$ cat src/rtl/mem_arbiter.sv
// Two-port (fetch/data) arbiter onto a single memory bus, with data-port
// priority bounded by a starvation counter and a per-transaction ack timeout.
module mem_arbiter #(
  parameter int unsigned STARVE_MAX = 4,
  parameter int unsigned TIMEOUT    = 255
) (
  input  logic        clk,
  input  logic        reset,
  input  logic        if_req,
  input  logic [31:0] if_addr,
  output logic [31:0] if_rdata,
  output logic        if_valid,
  input  logic        d_req,
  input  logic        d_we,
  input  logic [31:0] d_addr,
  input  logic [31:0] d_wdata,
  output logic [31:0] d_rdata,
  output logic        d_valid,
  output logic        m_req,
  output logic        m_we,
  output logic [31:0] m_addr,
  output logic [31:0] m_wdata,
  input  logic        m_ack,
  input  logic [31:0] m_rdata,
  output logic        stall_if,
  output logic        stall_mem,
  output logic        err
);

  typedef enum logic [1:0] {IDLE, BUSY_I, BUSY_D} state_t;

  localparam logic [2:0] STARVE_LIM  = 3'(STARVE_MAX);
  localparam logic [7:0] TIMEOUT_LIM = 8'(TIMEOUT);

  state_t      r_state, w_next_state;
  logic [2:0]  r_starve_cnt;
  logic [7:0]  r_wait_cnt;
  logic [31:0] r_addr, r_wdata;
  logic        r_we;
  logic [31:0] r_if_rdata, r_d_rdata;
  logic        r_if_valid, r_d_valid, r_err;
  logic        w_grant_d, w_grant_i, w_ack, w_timeout;

  always_ff @(posedge clk) begin
    if (reset) r_state <= IDLE;
    else       r_state <= w_next_state;
  end

  // Ack is tested before timeout so a coincident ack completes normally.
  always_comb begin
    w_next_state = r_state;
    w_grant_d    = 1'b0;
    w_grant_i    = 1'b0;
    w_ack        = 1'b0;
    w_timeout    = 1'b0;
    case (r_state)
      IDLE: begin
        if (d_req && (!if_req || (r_starve_cnt < STARVE_LIM))) begin
          w_grant_d    = 1'b1;
          w_next_state = BUSY_D;
        end else if (if_req) begin
          w_grant_i    = 1'b1;
          w_next_state = BUSY_I;
        end
      end
      BUSY_I, BUSY_D: begin
        if (m_ack) begin
          w_ack        = 1'b1;
          w_next_state = IDLE;
        end else if (r_wait_cnt == TIMEOUT_LIM) begin
          w_timeout    = 1'b1;
          w_next_state = IDLE;
        end
      end
      default: w_next_state = IDLE;
    endcase
  end

  always_ff @(posedge clk) begin
    if (reset) begin
      r_starve_cnt <= '0;
      r_wait_cnt   <= '0;
      r_addr       <= '0;
      r_wdata      <= '0;
      r_we         <= 1'b0;
      r_if_rdata   <= '0;
      r_d_rdata    <= '0;
      r_if_valid   <= 1'b0;
      r_d_valid    <= 1'b0;
      r_err        <= 1'b0;
    end else begin
      r_if_valid <= (r_state == BUSY_I) && (w_ack || w_timeout);
      r_d_valid  <= (r_state == BUSY_D) && (w_ack || w_timeout);
      r_err      <= w_timeout;

      if (w_grant_d) begin
        r_addr     <= d_addr;
        r_we       <= d_we;
        r_wdata    <= d_wdata;
        r_wait_cnt <= '0;
        if (if_req && (r_starve_cnt != STARVE_LIM))
          r_starve_cnt <= r_starve_cnt + 3'd1;
      end else if (w_grant_i) begin
        r_addr       <= if_addr;
        r_we         <= 1'b0;
        r_wdata      <= '0;
        r_wait_cnt   <= '0;
        r_starve_cnt <= '0;
      end else if ((r_state != IDLE) && !w_ack && !w_timeout) begin
        r_wait_cnt <= r_wait_cnt + 8'd1;
      end

      if (r_state == BUSY_I) begin
        if (w_ack)          r_if_rdata <= m_rdata;
        else if (w_timeout) r_if_rdata <= '0;
      end

      // Stores never disturb the load-data register.
      if ((r_state == BUSY_D) && !r_we) begin
        if (w_ack)          r_d_rdata <= m_rdata;
        else if (w_timeout) r_d_rdata <= '0;
      end
    end
  end

  assign m_req     = (r_state != IDLE);
  assign m_we      = (r_state == BUSY_D) && r_we;
  assign m_addr    = r_addr;
  assign m_wdata   = r_wdata;
  assign if_rdata  = r_if_rdata;
  assign d_rdata   = r_d_rdata;
  assign if_valid  = r_if_valid;
  assign d_valid   = r_d_valid;
  assign err       = r_err;
  assign stall_if  = if_req & ~r_if_valid;
  assign stall_mem = d_req & ~r_d_valid;

endmodule

$ cat config.mk
export PLATFORM = sky130hd
export DESIGN_NAME = mem_arbiter
export DESIGN_NICKNAME = d
export VERILOG_FILES = /design/src/rtl/mem_arbiter.sv
export SDC_FILE = /design/constraint.sdc
export NUM_CORES = 1
export LEC_CHECK = 0
export CORE_ASPECT_RATIO = 1.4
export CORE_MARGIN = 8
export CORE_UTILIZATION = 40
export DETAILED_ROUTE_END_ITERATION = 6
export PLACE_DENSITY = 0.78
export SLEW_MARGIN = 40
export SYNTH_ARGS = -nofsm -noshare
export SYNTH_HDL_FRONTEND = slang
export SYNTH_SLANG_ARGS = --single-unit
$ cat constraint.sdc
create_clock -name clk -period 2.37 [get_ports clk]
set_clock_uncertainty 0.15 [all_clocks]
set_input_delay 0.474 -clock clk [delete_from_list [all_inputs] [get_ports clk]]
set_output_delay 0.474 -clock clk [all_outputs]
set_load 0.005 [all_outputs]
# Word-level counts from Yosys, hierarchy flattened
# Index checks and enable logic that the tools add are counted.
# Widths: inputs -> output; s select.
op_classes:
  n_addsub: 2
  n_lt_le_gt_ge: 1
  eq_ne: 7
  n_mux: 26
  bitwise: 4
  reduce_logical: 24
op_table:
  columns: ["cell", "n"]
  rows:
  - ["$mux 32", 6]
  - ["$mux 1", 12]
  - ["$mux 3", 3]
  - ["$ne 3x3->1 const B", 3]
  - ["$add 8x1->8 const B", 1]
  - ["$eq 8x8->1 const B", 1]
  - ["$logic_and 1x1->1", 8]
  - ["$mux 2", 4]
  - ["$reduce_and 2->1", 4]
  - ["$reduce_bool 2->1", 3]
  - ["$logic_not 1->1", 4]
  - ["$pmux 2 s2", 1]
  - ["$add 3x1->3 const B", 1]
  - ["$lt 3x3->1 const B", 1]
  - ["$reduce_or 3->1", 1]
  - ["$and 1x1->1", 2]
  - ["$eq 2x1->1 const B", 1]
  - ["$eq 2x2->1 const B", 1]
  - ["$logic_not 2->1", 1]
  - ["$logic_or 1x1->1", 2]
  - ["$ne 2x1->1 const B", 1]
  - ["$not 1->1", 2]
  - ["$reduce_or 2->1", 1]
totals:
  ff_bits: 145
  output_inout_bits: 135
  wordCells: 75

# Depth between registers and ports, before layout
# Gate-level depths: netlist of run 1.
logic_depth:
  ltp_word: 7
  mapped_depth: 9

# Worst setup path after synthesis of run 1
# No wires, ideal clock.
synth_path:
  kind: "register to register"
  start: "reg r_state[0]"
  end: "reg r_wait_cnt[4]"
  setup_ps: 59
  t_arrival_ps: 1859
  slack_ps: 302
  path_stages_with_launch: 8
  path_cell_list: "dfxtp_1 -> inv_1 -> ha_1 -> and2_1 -> buf_6 -> a311o_1 -> or4_1 -> nand2_1"
synth_between:
  elab_chain_len: 6
  elab_cells_between_ends: 14
  classes_between: "eq/ne: 2; mux: 4; reduce/logical: 8"
synth_lines:
  columns: ["item", "line", "rtl"]
  rows:
  - ["start, declared", "35", "state_t r_state, w_next_state;"]
  - ["start signal, assigned", "46", "else r_state <= w_next_state;"]
  - ["$eq 2x1->1 or $eq 2x2->1 (tied branches)", "56", "case (r_state)"]
  - ["$reduce_or 2->1", "56", null]
  - ["$mux 1", "56", null]
  - ["$logic_not 1->1", "109", "end else if ((r_state != IDLE) && !w_ack && !w_timeout) begin"]
  - ["$logic_and 1x1->1 (2 in a row)", "109", null]
  - ["end signal, assigned", "110", "r_wait_cnt <= r_wait_cnt + 8'd1;"]
  - ["end, declared", "37", "logic [7:0] r_wait_cnt;"]
# Several ways; a longest one is shown, not always the timed one.
# A chain may end at the register's enable or synchronous reset.

# Worst setup path in the final report of run 1
layout_path:
  start: "reg r_state[0]"
  end: "out m_req"
layout_between:
  elab_chain_len: 1
layout_lines:
  columns: ["item", "line", "rtl"]
  rows:
  - ["$reduce_bool 2->1", "126", "assign m_req = (r_state != IDLE);"]
  - ["end, declared", "19", "output logic m_req,"]
# Every way passes these cells.

==> qor.txt, run 1 <==
Final GP Congestion: 0.753
Min-Delay Startpoint: reset
Per-cell routed wire length: 17.8 um
Setup crit start: r_state[0]
Main synth FF type: dfxtp_1
Post-synth top area cell: dfxtp_1
Switch Pwr: 1630 uW
# nets final: 1036
Fin crit share: 0.979
Core Area: 14200 um^2
Drt total wl: 19600 um
Post-synthesis sequential area ratio: 0.505
Number of I/O pins: 269
Switch share: 0.252
GRT Resource Usage Total: 0.206
CTS sink cnt: 145
Reg clk slew, reported paths: 0.06 ns
Layout cells sized above 1: 0.0671
PortBufs: 268
Outcome: complete, no violations
Sequential power share: 0.404
Mapped Area: 5750 um^2
Num rows: 52
Placement Setup Slack: -0.0677 ns
Longest Clk Path Bufs: 2
Largest net degree at the start of global routing: 73
Critical Path Fanout Max: 8
Initial antenna violation count: 0
Most frequent cells after synthesis: dfxtp_1 (145), nand2_1 (141), a311oi_1 (97), a21oi_1 (78), clkbuf_1 (44)
First-pass GRT wire length: 30200 um
Post-Syn Nets: 793
Vias in the first global route: 5596
Chip width: 117 um
Max VDD drop: 0.000345 V
Final setup margin: 0.0494 ns
Detailed Route Iter0 Violations: 440
Ys Warns: 0
Area Growth Syn to Fin: 61.6%
Pins Over Slew Limit: 0
Setup bufs post-CTS: 0
Most frequent cell after synthesis: dfxtp_1
Hpwl dp: 13500 um
Die Y-Extent: 158 um
Total die area: 18500 um^2
Hold-fix buffers, CTS: 0
R2R setup slack: 0.31 ns
Critical path endpoint category: primary output
Yosys cell types: 33
CTS tree: done
Slew headroom: 0.462
Post-route total power: 6490 uW
Worst min path class: in -> reg
Post-layout min period: 2.32 ns
# setup viols final: 0
Reg area: 2900 um^2
Power per cell area: 699 nW/um^2
Grt ovf: 0
Final Hold Fails: 0
Leak Pwr: 0.00318 uW
H-tree levels: 4
DRC: 0
Setup crit start kind: register
Top cells by area, synth: dfxtp_1 (51%), a311oi_1 (15%), nand2_1 (9.2%)
Antenna-violating nets left: 0
Comb pwr share: 0.156
Max Freq: 431 MHz
Worst-Skew Late Latency: 0.41 ns
ANT cells: 0
Class of the most critical setup path: reg -> out
Post-synth EDFFs: 0
Int Pwr: 4860 uW
FF-to-FF Start: r_state[1]
Initial Utilization: 0.403
Worst path required time: 1.75 ns
Synth Instances: 653
RSZ-0062 raised after global routing: true
Post-synth top area share: 0.505
Worst slew pin tran: 0.807 ns
FF+latch count, synth: 145
Async SR Flop Fraction: 0
Max-capacitance violation count: 0
Footprint of the multi-input gates: 2590 um^2
Fill count: 1166
DR vias: 5903
Worst Path Arrival: 1.70 ns
Clock share of power: 0.440
Drt first pass iters: 4
Num CTS Buffers: 17
Vias/cell: 5.38
Syn Area/Cell: 8.80 um^2
Root Driver: clkbuf_16
==> layout by cell type (no fill, tap or decap), types with 2 or more instances in the layout <==
master and n:
ha_1 5, clkbuf_16 17, clkbuf_8 2, a22o_1 30
bufinv_16 3, nor2b_1 2, a21oi_1 78, or3_1 5
inv_1 8, and2_1 2, nor2_1 36, nand3_1 6
clkdlybuf4s50_1 266, nand2_1 141, buf_12 6, a311oi_1 96
inv_6 6, clkinvlp_4 2, nor3_1 3, o21ai_0 7
nand4_1 2, buf_4 14, dfxtp_1 145, and3_2 2
or4_1 2, and3_1 3
==> what timing repair did <==
action	CTS	global route
setup endpoints to repair	1	2
gates resized for setup	1	1
endpoints found under the hold margin	0	0
==> cells by family (layout without fill, tap and decap cells) <==
| kind of cell | count (synthesis) | after routing | synth area share |
|---|---|---|---|
| buffers and inverters | 71 | 327 | 0.0512 |
| and+or+nand+nor | 210 | 210 | 0.149 |
| xor gates and xnor gates | 2 | 2 | 0.00305 |
| muxes | 1 | 1 | 0.00174 |
| DFF | 145 | 145 | 0.505 |
| AOI/OAI and AO/OA | 218 | 218 | 0.276 |
| adders and majority gates | 6 | 6 | 0.0131 |
==> path summary, 6_finish.rpt <==
check / end / depth (start not counted)
max: m_req / 4
min: r_wait_cnt[4] / 4
max reg2reg: r_wait_cnt[0] / 7
min reg2reg: m_wdata[3] / 2
==> power groups by stage <==
stage / clock network, uW / logic [uW] / registers, uW
global route: 3010 / 1090 / 2640
CTS: 2910 / 1020 / 2620
global placement: 0 / 1000 / 2670
floorplan: 0 / 378 / 2680
detailed placement: 0 / 1010 / 2680
finish: 2860 / 1010 / 2620
==> layout make-up <==
type	count	share of cell area
tap	189	0.0255
clock inverter	12	0.0182
inverter	8	0.00323
clock buffer	20	0.0492
timing repair buffer	287	0.312
multi-input combinational	437	0.279
sequential	145	0.313
==> state kept, by name, summed over array words and instances, names as in the netlist <==
name / cells
m_addr: 32
r_starve_cnt: 3
err: 1
m_wdata: 32
r_state: 2
d_rdata: 32
d_valid: 1
if_valid: 1
r_wait_cnt: 8
if_rdata: 32
r_we: 1
==> critical path, stage by stage (launching register included) <==
cell and delay [ns]:
dfxtp_1 0.37, inv_1 0.08, ha_2 0.25, inv_1 0.08
clkdlybuf4s50_1 0.51
==> metal layers <==
metal | GRT usage | vias to the layer above | share of wire | wire length, um
met5 | 0 | - | 0 | 0
met4 | 0.0783 | 0 | 0.015 | 292
met3 | 0.0729 | 16 | 0.11 | 2070
met2 | 0.341 | 225 | 0.49 | 9510
met1 | 0.236 | 2768 | 0.39 | 7700
li1 | - | 2894 | - | -
==> metrics by stage <==
step	hold slack, ns	cells	TNS [ns]	util	cell area, um^2
6_report	0.293	1098	0	0.651	9280
3_5_place_dp	0.308	1066	-1.06	0.607	8650
3_3_place_gp	0.304	1066	-4.98	0.607	8650
4_1_cts	0.280	1098	0	0.651	9280
2_1_floorplan	0.299	653	0	-	5750
5_1_grt	0.300	1098	-0.0160	0.651	9280
(Power assumes the default switching activity.)
==> inputs of run 2 (changes only) <==
--- a/config.mk
+++ b/config.mk
@@ -10,6 +10,7 @@
 export CORE_UTILIZATION = 40
 export DETAILED_ROUTE_END_ITERATION = 6
 export PLACE_DENSITY = 0.78
+export SKIP_LAST_GASP = 1
 export SLEW_MARGIN = 40
 export SYNTH_ARGS = -nofsm -noshare
 export SYNTH_HDL_FRONTEND = slang
==> results of run 2 <==
Final layout, timing and power as in run 1 (identical DEF).
